===== src/rtl/exc_ctrl_pkg.sv =====
`default_nettype none
// ---------------------------------------------------------------------------
// exc_ctrl_pkg: cause codes, commit flag indices and decode helper (rev 1.0)
// ---------------------------------------------------------------------------
package exc_ctrl_pkg;

  localparam int ExceptionCauseWidth   = 4;
  localparam int EXC_VEC_W_DEFAULT     = 16;
  localparam int FLUSH_CYCLES_DEFAULT  = 2;

  typedef enum logic [ExceptionCauseWidth-1:0] {
    EXCEPTION_INT  = 4'd0,
    EXCEPTION_PIL  = 4'd1,
    EXCEPTION_PIS  = 4'd2,
    EXCEPTION_PIF  = 4'd3,
    EXCEPTION_PME  = 4'd4,
    EXCEPTION_PPI  = 4'd5,
    EXCEPTION_ADEF = 4'd6,
    EXCEPTION_ADEM = 4'd7,
    EXCEPTION_ALE  = 4'd8,
    EXCEPTION_SYS  = 4'd9,
    EXCEPTION_BRK  = 4'd10,
    EXCEPTION_INE  = 4'd11,
    EXCEPTION_IPE  = 4'd12,
    EXCEPTION_TLBR = 4'd13
  } exc_cause_e;

  // commit_exc_vec bit positions; lower index wins
  localparam int EXC_ADEF  = 0;
  localparam int EXC_ITLBR = 1;
  localparam int EXC_PIF   = 2;
  localparam int EXC_IPPI  = 3;
  localparam int EXC_INE   = 4;
  localparam int EXC_IPE   = 5;
  localparam int EXC_SYS   = 6;
  localparam int EXC_BRK   = 7;
  localparam int EXC_ALE   = 8;
  localparam int EXC_ADEM  = 9;
  localparam int EXC_DTLBR = 10;
  localparam int EXC_PIL   = 11;
  localparam int EXC_PIS   = 12;
  localparam int EXC_PME   = 13;
  localparam int EXC_DPPI  = 14;
  localparam int EXC_RSV   = 15;

  typedef enum logic [1:0] {
    ADDR_ZERO = 2'd0,
    ADDR_PC   = 2'd1,
    ADDR_BADV = 2'd2
  } addr_sel_e;

  typedef struct packed {
    logic       evt;
    logic       ertn;
    logic       tlbr;
    addr_sel_e  addr_sel;
    exc_cause_e cause;
  } prio_res_t;

  function automatic prio_res_t exc_decode(input int idx);
    prio_res_t r;
    r     = '0;
    r.evt = 1'b1;
    case (idx)
      EXC_ADEF:  begin r.cause = EXCEPTION_ADEF; r.addr_sel = ADDR_PC;   end
      EXC_ITLBR: begin r.cause = EXCEPTION_TLBR; r.addr_sel = ADDR_PC;   r.tlbr = 1'b1; end
      EXC_PIF:   begin r.cause = EXCEPTION_PIF;  r.addr_sel = ADDR_PC;   end
      EXC_IPPI:  begin r.cause = EXCEPTION_PPI;  r.addr_sel = ADDR_PC;   end
      EXC_INE:   r.cause = EXCEPTION_INE;
      EXC_IPE:   r.cause = EXCEPTION_IPE;
      EXC_SYS:   r.cause = EXCEPTION_SYS;
      EXC_BRK:   r.cause = EXCEPTION_BRK;
      EXC_ALE:   begin r.cause = EXCEPTION_ALE;  r.addr_sel = ADDR_BADV; end
      EXC_ADEM:  begin r.cause = EXCEPTION_ADEM; r.addr_sel = ADDR_BADV; end
      EXC_DTLBR: begin r.cause = EXCEPTION_TLBR; r.addr_sel = ADDR_BADV; r.tlbr = 1'b1; end
      EXC_PIL:   begin r.cause = EXCEPTION_PIL;  r.addr_sel = ADDR_BADV; end
      EXC_PIS:   begin r.cause = EXCEPTION_PIS;  r.addr_sel = ADDR_BADV; end
      EXC_PME:   begin r.cause = EXCEPTION_PME;  r.addr_sel = ADDR_BADV; end
      EXC_DPPI:  begin r.cause = EXCEPTION_PPI;  r.addr_sel = ADDR_BADV; end
      default:   r.evt = 1'b0;
    endcase
    return r;
  endfunction

endpackage
`default_nettype wire


===== src/rtl/exc_ctrl_prio_enc.sv =====
`default_nettype none
// ---------------------------------------------------------------------------
// exc_prio_enc: picks the commit event (INT > lowest flag > ERTN) (rev 1.0)
// ---------------------------------------------------------------------------
module exc_prio_enc
  import exc_ctrl_pkg::*;
#(
  parameter int VEC_W = EXC_VEC_W_DEFAULT
) (
  input  logic [VEC_W-1:0] vec,
  input  logic             int_pend,
  input  logic             ertn,
  output prio_res_t        res
);

  prio_res_t flag;

  always_comb begin
    res  = '0;
    flag = '0;
    if (ertn) begin
      res.evt  = 1'b1;
      res.ertn = 1'b1;
    end
    // walk downwards so the lowest set index is the one left in res
    for (int i = VEC_W - 1; i >= 0; i--) begin
      flag = exc_decode(i);
      if (vec[i] && flag.evt) res = flag;
    end
    if (int_pend) begin
      res       = '0;
      res.evt   = 1'b1;
      res.cause = EXCEPTION_INT;
    end
  end

endmodule
`default_nettype wire


===== src/rtl/exc_ctrl.sv =====
`default_nettype none
// ---------------------------------------------------------------------------
// exc_ctrl: exception/interrupt commit controller with flush/redirect (rev 1.0)
// ---------------------------------------------------------------------------
module exc_ctrl
  import exc_ctrl_pkg::*;
#(
  parameter int FLUSH_CYCLES = FLUSH_CYCLES_DEFAULT,
  parameter int EXC_VEC_W    = EXC_VEC_W_DEFAULT
) (
  input  logic                           clk,
  input  logic                           rst,
  input  logic                           commit_valid,
  output logic                           commit_ready,
  input  logic [31:0]                    commit_pc,
  input  logic [EXC_VEC_W-1:0]           commit_exc_vec,
  input  logic [31:0]                    commit_badv,
  input  logic                           commit_is_ertn,
  input  logic [11:0]                    ecfg_lie,
  input  logic [11:0]                    estat_is,
  input  logic                           crmd_ie,
  input  logic [31:0]                    eentry_va,
  input  logic [31:0]                    tlbrentry_va,
  input  logic [31:0]                    era_pc,
  output logic                           is_exception,
  output logic [ExceptionCauseWidth-1:0] exception_cause,
  output logic [31:0]                    exception_pc,
  output logic [31:0]                    exception_addr,
  output logic                           is_ertn,
  output logic                           flush,
  output logic                           redirect_valid,
  output logic [31:0]                    redirect_pc
);

  localparam int              CNT_W    = (FLUSH_CYCLES > 1) ? $clog2(FLUSH_CYCLES) : 1;
  localparam logic [CNT_W-1:0] CNT_LOAD = CNT_W'(FLUSH_CYCLES - 1);

  typedef enum logic [0:0] {
    ST_IDLE  = 1'b0,
    ST_FLUSH = 1'b1
  } state_e;

  state_e           state;
  logic [CNT_W-1:0] cnt;
  logic             int_pend;
  prio_res_t        sel;

  exc_prio_enc #(.VEC_W(EXC_VEC_W)) u_prio (
    .vec      (commit_exc_vec),
    .int_pend (int_pend),
    .ertn     (commit_is_ertn),
    .res      (sel)
  );

  always_ff @(posedge clk) begin
    if (rst) begin
      state           <= ST_IDLE;
      cnt             <= '0;
      int_pend        <= 1'b0;
      commit_ready    <= 1'b1;
      is_exception    <= 1'b0;
      exception_cause <= '0;
      exception_pc    <= '0;
      exception_addr  <= '0;
      is_ertn         <= 1'b0;
      flush           <= 1'b0;
      redirect_valid  <= 1'b0;
      redirect_pc     <= '0;
    end else begin
      // registered so the CSR->commit path is cut; costs one cycle of latency
      int_pend       <= crmd_ie & |(ecfg_lie & estat_is);
      is_exception   <= 1'b0;
      is_ertn        <= 1'b0;
      redirect_valid <= 1'b0;
      case (state)
        ST_IDLE: begin
          if (commit_valid && commit_ready && sel.evt) begin
            state          <= ST_FLUSH;
            cnt            <= CNT_LOAD;
            flush          <= 1'b1;
            commit_ready   <= 1'b0;
            redirect_valid <= 1'b1;
            if (sel.ertn) begin
              is_ertn     <= 1'b1;
              redirect_pc <= era_pc;
            end else begin
              is_exception    <= 1'b1;
              exception_cause <= sel.cause;
              exception_pc    <= commit_pc;
              case (sel.addr_sel)
                ADDR_PC:   exception_addr <= commit_pc;
                ADDR_BADV: exception_addr <= commit_badv;
                default:   exception_addr <= '0;
              endcase
              redirect_pc <= sel.tlbr ? tlbrentry_va : eentry_va;
            end
          end
        end
        ST_FLUSH: begin
          if (cnt == '0) begin
            state        <= ST_IDLE;
            flush        <= 1'b0;
            commit_ready <= 1'b1;
          end else begin
            cnt <= cnt - CNT_W'(1);
          end
        end
        default: state <= ST_IDLE;
      endcase
    end
  end

endmodule
`default_nettype wire


===== config.mk =====
export PLATFORM = sky130hd
export DESIGN_NAME = exc_ctrl
export DESIGN_NICKNAME = d
export VERILOG_FILES = /design/src/rtl/exc_ctrl_pkg.sv /design/src/rtl/exc_ctrl_prio_enc.sv /design/src/rtl/exc_ctrl.sv
export SDC_FILE = /design/constraint.sdc
export NUM_CORES = 1
export LEC_CHECK = 0
export BUFFER_PORTS_ARGS = -buffer_cell sky130_fd_sc_hd__clkbuf_2
export CAP_MARGIN = 20
export CORE_AREA = 2 2 120 122
export DETAILED_ROUTE_END_ITERATION = 8
export DIE_AREA = 0 0 122 124
export PLACE_DENSITY_LB_ADDON = 0.15
export SYNTH_ARGS = -nofsm -noshare
export SYNTH_HDL_FRONTEND = slang
export SYNTH_SLANG_ARGS = --single-unit

===== constraint.sdc =====
create_clock -name clk -period 3.88 [get_ports clk]
set_clock_uncertainty 0.15 [all_clocks]
set_input_delay 0.388 -clock clk [delete_from_list [all_inputs] [get_ports clk]]
set_output_delay 0.388 -clock clk [all_outputs]
set_load 0.05 [all_outputs]

==> metrics.sh, run 1 <==
STATUS='completed'
SYNTH_ENABLE_FLOP_CELLS=0
CLOCK_LATENCY_REPORTED_FOR_THE_LATE_SIDE_OF_THE_WORST_SKEW_PAIR_NS=0.35
SLEW_HEADROOM=0.392
MULTI_INPUT_AREA_UM2=2760
GRT_PASS1_VIAS=5379
LARGEST_NET_DEGREE_AT_THE_START_OF_GLOBAL_ROUTING=100
ENDPOINT_KIND='register'
CP-START-KIND='register'
DRT_WL_TOTAL_UM=17200
DETAILEDPLACE.WORSTSLACK_NS=0.423
CLK_PIN_SLEW_NS=0.07
GRT_ANTENNA_BEFORE_REPAIR=0
SYNTH-SEQ-CELLS=108
CTS_INSERTED_BUFFERS=9
HOLD_PATH.CLASS='input pin to register'
DRC=0
CLOCKROOTBUFFER='sky130_fd_sc_hd__clkbuf_16'
SYN_INST=595
FINAL_WTD_CONGESTION=0.809
FINAL.FILL_COUNT=1322
REQUIRED_NS=4.00
TOP_LEVEL_PORTS=310
CRITICAL_PATH.REG2REG.ENDPOINT='exception_addr[18]'
GLOBALROUTETOTALUTIL=0.223
YS_TYPES=45
ANTENNADIODECOUNT=0
GRT_SETUP_UNREPAIRED='no'
CTS_RESIZED=0
POSTROUTEANTENNANETS=0
CTS_HOLD_BUF=0
DETAIL_ROUTE.VIAS_PER_CELL=5.19
TIMING.SETUP.CRITICAL_PATH_CLASS='register to register'
TRITONCTS='built'
SYNTHESIS.AREA_PER_INSTANCE_UM2=8.95
FP.DIEH_UM=124
POSTCTSSETUPREPAIRBUFS=0
YOSYS_WARNINGS=0
NUMCLOCKSINKS=108
ROWS=43
WORSTHOLDENDPOINT='exception_pc[6]'
REPORT.FINAL.SLEW_VIOL_COUNT=0
HPWLAFTERDP_UM=12600
R2R_SLACK_NS=0.58
FLOORPLAN.INITIALDENSITY=0.388
GLOBALROUTE.TOTALOVERFLOW=0
HOLDCRITSTARTPOINT='commit_pc[6]'
WORST_CASE_VDD_IR_DROP_uV=202
FINALHOLDVIOLATIONS=0
PORTBUFFERS=308
MAX_CAP_VIOLATIONS=0
MOSTFREQUENTLAYOUTCELLS='sky130_fd_sc_hd__clkbuf_2, sky130_fd_sc_hd__dfxtp_1, sky130_fd_sc_hd__nand2_1'
AREAGROWTHSYNTHTOFINISH_PCT=35.8
NETLIST_AREA_UM2=5320
DRIVE_ABOVE_1_SHARE=0.477
LEAKAGE_uW=0.00331
NUMBER_OF_NETS_IN_THE_FINISHED_DESIGN=1083
WORST-R2R-CELL-COUNT=6
LAYOUT_COMMONEST_CELL='sky130_fd_sc_hd__clkbuf_2'
DRT_ITER0_DRC=258
ASYNCSETRESETFLOPFRACSYNTH=0
WORSTPATHMAXFANOUT=32
CLOCKBUFFERDEPTH=2
TIGHTESTPINTRANSITION_NS=0.913
FP.DIEAREA_UM2=15100
POSTSYNTHNETCOUNT=802
DETAILROUTE.VIA_COUNT=5505
FIN_SETUP_TNS_NS=0
PLACEABLECOREAREA_UM2=13700
SETUP-VIOLATIONS-FINAL=0
WIRELENGTH_PER_CELL_UM=16.2
SEQCELLAREA_UM2=2160
FINALCRITPERIODSHARE=0.851
DIE_BOUNDARY_WIDTH_UM=122
FINAL_CRITICAL_PATH_SETUP_SLACK_NS=0.579
TOTAL_POWER_uW=2920
FMAXACHIEVABLE_MHz=303
YS_FLOP_TYPE='sky130_fd_sc_hd__dfxtp_1'
CELLPOWERDENSITY_nW_PER_UM2=404
GRT_FIRST_PASS_WIRELENGTH_UM=26600
HOLD_SLACK_NS=0.124
H-TREE-DEPTH=3
DRT_PASS1_ITERATIONS=8
TIMING.CRITICAL_PATH.ARRIVAL_NS=3.42
RR_STARTPOINT='int_pend'
PERIOD_MINUS_SLACK_NS=3.30
HOLD-PATH-CELL-COUNT=3
FRACTION_OF_THE_YOSYS_AREA_TAKEN_BY_SEQUENTIAL_CELLS=0.406
-- critical path, cell delays in order (launching register included) --
cell and delay (ns):
sky130_fd_sc_hd__dfxtp_1 0.34, sky130_fd_sc_hd__or2_1 0.31, sky130_fd_sc_hd__or4_1 0.60, sky130_fd_sc_hd__or3_1 0.41, sky130_fd_sc_hd__ha_1 0.68, sky130_fd_sc_hd__or3_2 0.61
sky130_fd_sc_hd__a21oi_1 0.13
-- cell type report --
| class | count | share of cell area |
|---|---|---|
| Tap cell | 180 | 0.0312 |
| Clock buffer | 11 | 0.0336 |
| Sequential cell | 108 | 0.299 |
| Timing Repair Buffer | 318 | 0.227 |
| Clock inverter | 4 | 0.00692 |
| Inverter | 39 | 0.0202 |
| Multi-Input combinational cell | 400 | 0.382 |
-- Yosys cell counts (2+ instances only) --
library cell / number / area share
sky130_fd_sc_hd__a21oi_1: 30 / 0.028
sky130_fd_sc_hd__a21oi_2: 40 / 0.066
sky130_fd_sc_hd__a221oi_1: 3 / 0.0049
sky130_fd_sc_hd__a22o_1: 3 / 0.0049
sky130_fd_sc_hd__a22oi_1: 32 / 0.045
sky130_fd_sc_hd__a31oi_1: 4 / 0.0047
sky130_fd_sc_hd__buf_12: 3 / 0.011
sky130_fd_sc_hd__buf_2: 9 / 0.0085
sky130_fd_sc_hd__buf_6: 5 / 0.011
sky130_fd_sc_hd__clkbuf_1: 31 / 0.022
sky130_fd_sc_hd__dfxtp_1: 108 / 0.41
sky130_fd_sc_hd__ha_1: 2 / 0.0047
sky130_fd_sc_hd__inv_1: 39 / 0.028
sky130_fd_sc_hd__mux2i_1: 33 / 0.062
sky130_fd_sc_hd__nand2_1: 67 / 0.047
sky130_fd_sc_hd__nand2_2: 35 / 0.041
sky130_fd_sc_hd__nand2b_1: 2 / 0.0024
sky130_fd_sc_hd__nand3b_1: 35 / 0.049
sky130_fd_sc_hd__nor2_1: 12 / 0.0085
sky130_fd_sc_hd__nor2b_1: 3 / 0.0035
sky130_fd_sc_hd__nor3_1: 7 / 0.0066
sky130_fd_sc_hd__o21ai_0: 3 / 0.0028
sky130_fd_sc_hd__o221ai_1: 33 / 0.054
sky130_fd_sc_hd__or3_1: 30 / 0.035
sky130_fd_sc_hd__or3_2: 5 / 0.0071
sky130_fd_sc_hd__or4_4: 2 / 0.0042
-- per-layer routing --
layer,global-route usage,up-vias,part of all wire
li1,-,2689,-
met1,0.255,2547,0.38
met2,0.393,240,0.51
met3,0.0595,29,0.084
met4,0.0927,0,0.025
met5,0,-,0
-- sequential cells by signal, summed over array words and instances, names as in the netlist, 4 cells and up --
name and flops:
exception_addr 32, exception_pc 32, redirect_pc 32, exception_cause 4
-- report_power, final --
part           total [uW]  switching, uW  internal, uW
logic                 771            526           245
registers            1230           46.4          1180
clock network         921            407           514
-- worst max path at each step --
stage / start / endpoint / slack [ns] / cells after the start
2_1_floorplan: commit_exc_vec[0] / exception_addr[16] / 0.90 / 11
3_3_place_gp: commit_exc_vec[0] / exception_addr[18] / 0.45 / 7
3_5_place_dp: commit_exc_vec[0] / exception_addr[16] / 0.42 / 7
4_1_cts: int_pend / exception_addr[19] / 0.55 / 6
5_1_grt: int_pend / exception_addr[19] / 0.37 / 6
6_report: int_pend / exception_addr[18] / 0.58 / 6
-- through the flow --
step	utilization	area, um^2	cells
after floorplan	-	5320	595
final	0.527	7230	1060
after detailed placement	0.504	6920	1044
after global routing	0.527	7230	1060
after global placement	0.504	6920	1044
after CTS	0.525	7210	1059
-- cell families after synthesis --
logic type,count (synthesis),share of synthesized area
DFF,108,0.406
buffers and inverters,87,0.0797
AOI/OAI and AO/OA,156,0.227
muxes,33,0.0621
and+or+nand+nor,209,0.221
adders and majority gates,2,0.00470
No activity file was read; power rests on OpenSTA's default activity.
==> run 2: changes to the inputs <==
--- a/config.mk
+++ b/config.mk
@@ -5,11 +5,12 @@
 export SDC_FILE = /design/constraint.sdc
 export NUM_CORES = 1
 export LEC_CHECK = 0
+export ABC_AREA = 1
 export BUFFER_PORTS_ARGS = -buffer_cell sky130_fd_sc_hd__clkbuf_2
 export CAP_MARGIN = 20
-export CORE_AREA = 2 2 120 122
+export CORE_AREA = 2 2 122 124
 export DETAILED_ROUTE_END_ITERATION = 8
-export DIE_AREA = 0 0 122 124
+export DIE_AREA = 0 0 124 126
 export PLACE_DENSITY_LB_ADDON = 0.15
 export SYNTH_ARGS = -nofsm -noshare
 export SYNTH_HDL_FRONTEND = slang
==> run 2 against run 1 <==
Net effect:
- via count increased by 6.7%
- core utilization down 3.0 points
- hold slack lost 0.0063 ns
- clock power down 2%
- power up 7.6%
- flip-flop and latch count stayed put
- wire length increased by 2.6%
- sequential share of layout area is 0.47 points higher
- cell count rose by 16%
- die area grew 3.3%
- non-clock buffer count down 1
- critical path type unchanged
- largest cell class unchanged
==> metrics.sh, run 2 <==
MAX_CAP_VIOLATIONS=0
ASYNCSETRESETFLOPFRACSYNTH=0
TRITONCTS='built'
YOSYSMOSTFREQUENTCELL='sky130_fd_sc_hd__nand2_1'
CLOCKROOTBUFFER='sky130_fd_sc_hd__clkbuf_16'
GRT_SETUP_UNREPAIRED='no'
TIMING.CRITICAL_PATH.DEPTH=10
SYNTH_ENABLE_FLOP_CELLS=0
H-TREE-DEPTH=3
DRT_PASS1_ITERATIONS=4
FINAL_CELLS=1228
DRT_WL_TOTAL_UM=17600
CTS_HOLD_BUF=0
POSTCTSSETUPREPAIRBUFS=0
PLACEABLECOREAREA_UM2=14300
WORSTPATHMAXFANOUT=64
HOLD_PATH.CLASS='input pin to register'
DRT_ITER0_DRC=247
NETLIST_TOP_CELLS_COUNT='sky130_fd_sc_hd__nand2_1, sky130_fd_sc_hd__dfxtp_1, sky130_fd_sc_hd__o21ai_0'
NUMCLOCKSINKS=108
MOSTFREQUENTLAYOUTCELLS='sky130_fd_sc_hd__clkbuf_2, sky130_fd_sc_hd__nand2_1, sky130_fd_sc_hd__dfxtp_1'
WIRELENGTH_PER_CELL_UM=14.4
WORST-R2R-CELL-COUNT=10
WORST_CASE_VDD_IR_DROP_uV=202
CRITICAL_PATH.SLOWEST_CELL='sky130_fd_sc_hd__buf_4'
ROWS=44
SLEW_HEADROOM=0.510
DETAIL_ROUTE.VIAS_PER_CELL=4.78
NETLIST.TOP_CELL.BY_AREA='sky130_fd_sc_hd__dfxtp_1'
HOLD_SLACK_NS=0.118
REPORT.FINAL.SLEW_VIOL_COUNT=0
AREAGROWTHSYNTHTOFINISH_PCT=37.6
STATUS='completed'
HPWLAFTERDP_UM=12800
TIMING.CRITICAL_PATH.ARRIVAL_NS=2.79
YOSYS_WARNINGS=0
LAYOUT_COMMONEST_CELL='sky130_fd_sc_hd__clkbuf_2'
DPL.CELL_COUNT=1211
PERIOD_MINUS_SLACK_NS=2.64
CLOCKBUFFERDEPTH=2
DETAILROUTE.VIA_COUNT=5875
CP.BUFFERS_INVERTERS=3
SYNTH_TOP_AREA_FRAC=0.418
DIE_BOUNDARY_WIDTH_UM=124
POSTSYNTHNETCOUNT=966
FINALHOLDVIOLATIONS=0
POSTROUTEANTENNANETS=0
FINALCRITPERIODSHARE=0.681
DRC=0
REQUIRED_NS=4.03
NUMBER_OF_NETS_IN_THE_FINISHED_DESIGN=1246
DRIVE_ABOVE_1_SHARE=0.349
HOLD-PATH-CELL-COUNT=3
CLOCK_LATENCY_REPORTED_FOR_THE_LATE_SIDE_OF_THE_WORST_SKEW_PAIR_NS=0.35
SETUP-VIOLATIONS-FINAL=0
YS_TYPES=27
CTS_INSERTED_BUFFERS=9
FLOORPLAN.INITIALDENSITY=0.361
FP.DIEH_UM=126
CLK_PIN_SLEW_NS=0.07
CELLPOWERDENSITY_nW_PER_UM2=442
FINAL_WTD_CONGESTION=0.848
CTS_RESIZED=0
YS_FLOP_TYPE='sky130_fd_sc_hd__dfxtp_1'
NETLIST_AREA_UM2=5170
ENDPOINT_KIND='register'
SYNTH-SEQ-CELLS=108
TOP_REGS='exception_addr: 32 flops, exception_pc: 32 flops, redirect_pc: 32 flops'
TOTAL_POWER_uW=3150
GRT_ANTENNA_BEFORE_REPAIR=0
WORST_PATH_DOMINANT_CELL_FAMILY='simple AND/OR/NAND/NOR gates'
TIMING.SETUP.CRITICAL_PATH_CLASS='register to register'
LARGEST_NET_DEGREE_AT_THE_START_OF_GLOBAL_ROUTING=65
CRIT_PATH_MAX_INCR_DELAY_NS=0.56
SYN_INST=759
LEAKAGE_uW=0.00370
SYNTH_TOP_CELLS_BY_AREA='sky130_fd_sc_hd__dfxtp_1, sky130_fd_sc_hd__nand2_1, sky130_fd_sc_hd__o21ai_0, sky130_fd_sc_hd__nand3_1, sky130_fd_sc_hd__a21oi_1'
GLOBALROUTE.TOTALOVERFLOW=0
TOP_LEVEL_PORTS=310
GRT_PASS1_VIAS=5478
FP.DIEAREA_UM2=15600
ANTENNADIODECOUNT=0
FMAXACHIEVABLE_MHz=378
CP_CELL_SEQUENCE='inv_1 -> nand4_1 -> nor3b_4 -> buf_4 -> nor2_4 -> buf_4 -> nand2_8 -> nor2_4 -> nand2_1 -> nand2_1'
FINAL.FILL_COUNT=1551
SYNTHESIS.AREA_PER_INSTANCE_UM2=6.82
FRACTION_OF_THE_YOSYS_AREA_TAKEN_BY_SEQUENTIAL_CELLS=0.418
PORTBUFFERS=308
POST-ROUTE-UTIL=0.497
FIN_SETUP_TNS_NS=0
TIGHTESTPINTRANSITION_NS=0.735
GLOBALROUTETOTALUTIL=0.219
GRT_FIRST_PASS_WIRELENGTH_UM=26900
CP-START-KIND='register'
run 2: cell count changes after synthesis, moves of 17 or more:
cell / previous run / this run
sky130_fd_sc_hd__nand2_1: 67 / 208
sky130_fd_sc_hd__o21ai_0: 3 / 94
sky130_fd_sc_hd__nand3_1: 1 / 75
sky130_fd_sc_hd__nor2_1: 12 / 63
sky130_fd_sc_hd__a21oi_2: 40 / 0
sky130_fd_sc_hd__nand3b_1: 35 / 0
sky130_fd_sc_hd__nand2_2: 35 / 1
sky130_fd_sc_hd__mux2i_1: 33 / 0
sky130_fd_sc_hd__o221ai_1: 33 / 0
sky130_fd_sc_hd__a22oi_1: 32 / 0
sky130_fd_sc_hd__or3_1: 30 / 0
sky130_fd_sc_hd__a21oi_1: 30 / 51
sky130_fd_sc_hd__or2_2: 0 / 18
sky130_fd_sc_hd__a22o_1: 3 / 20
run 2: metal layers:
metal | global-route usage | wire [um]
met1 | 0.253 | 7140
met2 | 0.383 | 8560
met3 | 0.0611 | 1630
met4 | 0.0747 | 296
met5 | 0 | 0
run 2: final timing paths:
kind / start / end / slack (ns)
min: commit_pc[27] / exception_pc[27] / 0.12
max: int_pend / exception_addr[9] / 1.24
max reg2reg: int_pend / exception_addr[9] / 1.24
min reg2reg: cnt / cnt / 0.32
run 2: through the flow:
step | worst slack (ns) | area [um^2]
finish | 1.24 | 7120
global route | 0.984 | 7120
CTS | 1.13 | 7090
detailed placement | 0.856 | 6800
global placement | 0.913 | 6800
floorplan | 1.70 | 5170
run 2: worst register-to-register path, delay by kind of cell, from the launching register on:
family        cells  cell delay [ns]
buf+inv           3             0.85
simple gates      7             1.19
flops             1             0.40
run 2: cell type report:
class / count / area, um^2 / share of cell area
clock buffer: 12 / 256 / 0.0360
clock inverter: 4 / 32.5 / 0.00457
inverter: 45 / 171 / 0.0241
multi-input combinational: 558 / 2640 / 0.370
sequential: 108 / 2160 / 0.304
tap: 184 / 230 / 0.0323
timing repair buffer: 317 / 1630 / 0.229
run 2: where the power goes:
group	internal (uW)	leakage, uW	switching (uW)
clock	475	0.000135	430
combinational	262	0.00268	708
sequential	1220	0.000888	52.7
run 2: cells by family after synthesis:
kind of cell	Yosys count	share of synthesized area
AND/OR/NAND/NOR	378	0.313
adder cells (fa/ha/maj)	2	0.00484
flip-flops	108	0.418
AO/OA/AOI/OAI	178	0.189
buffers and inverters	93	0.0752
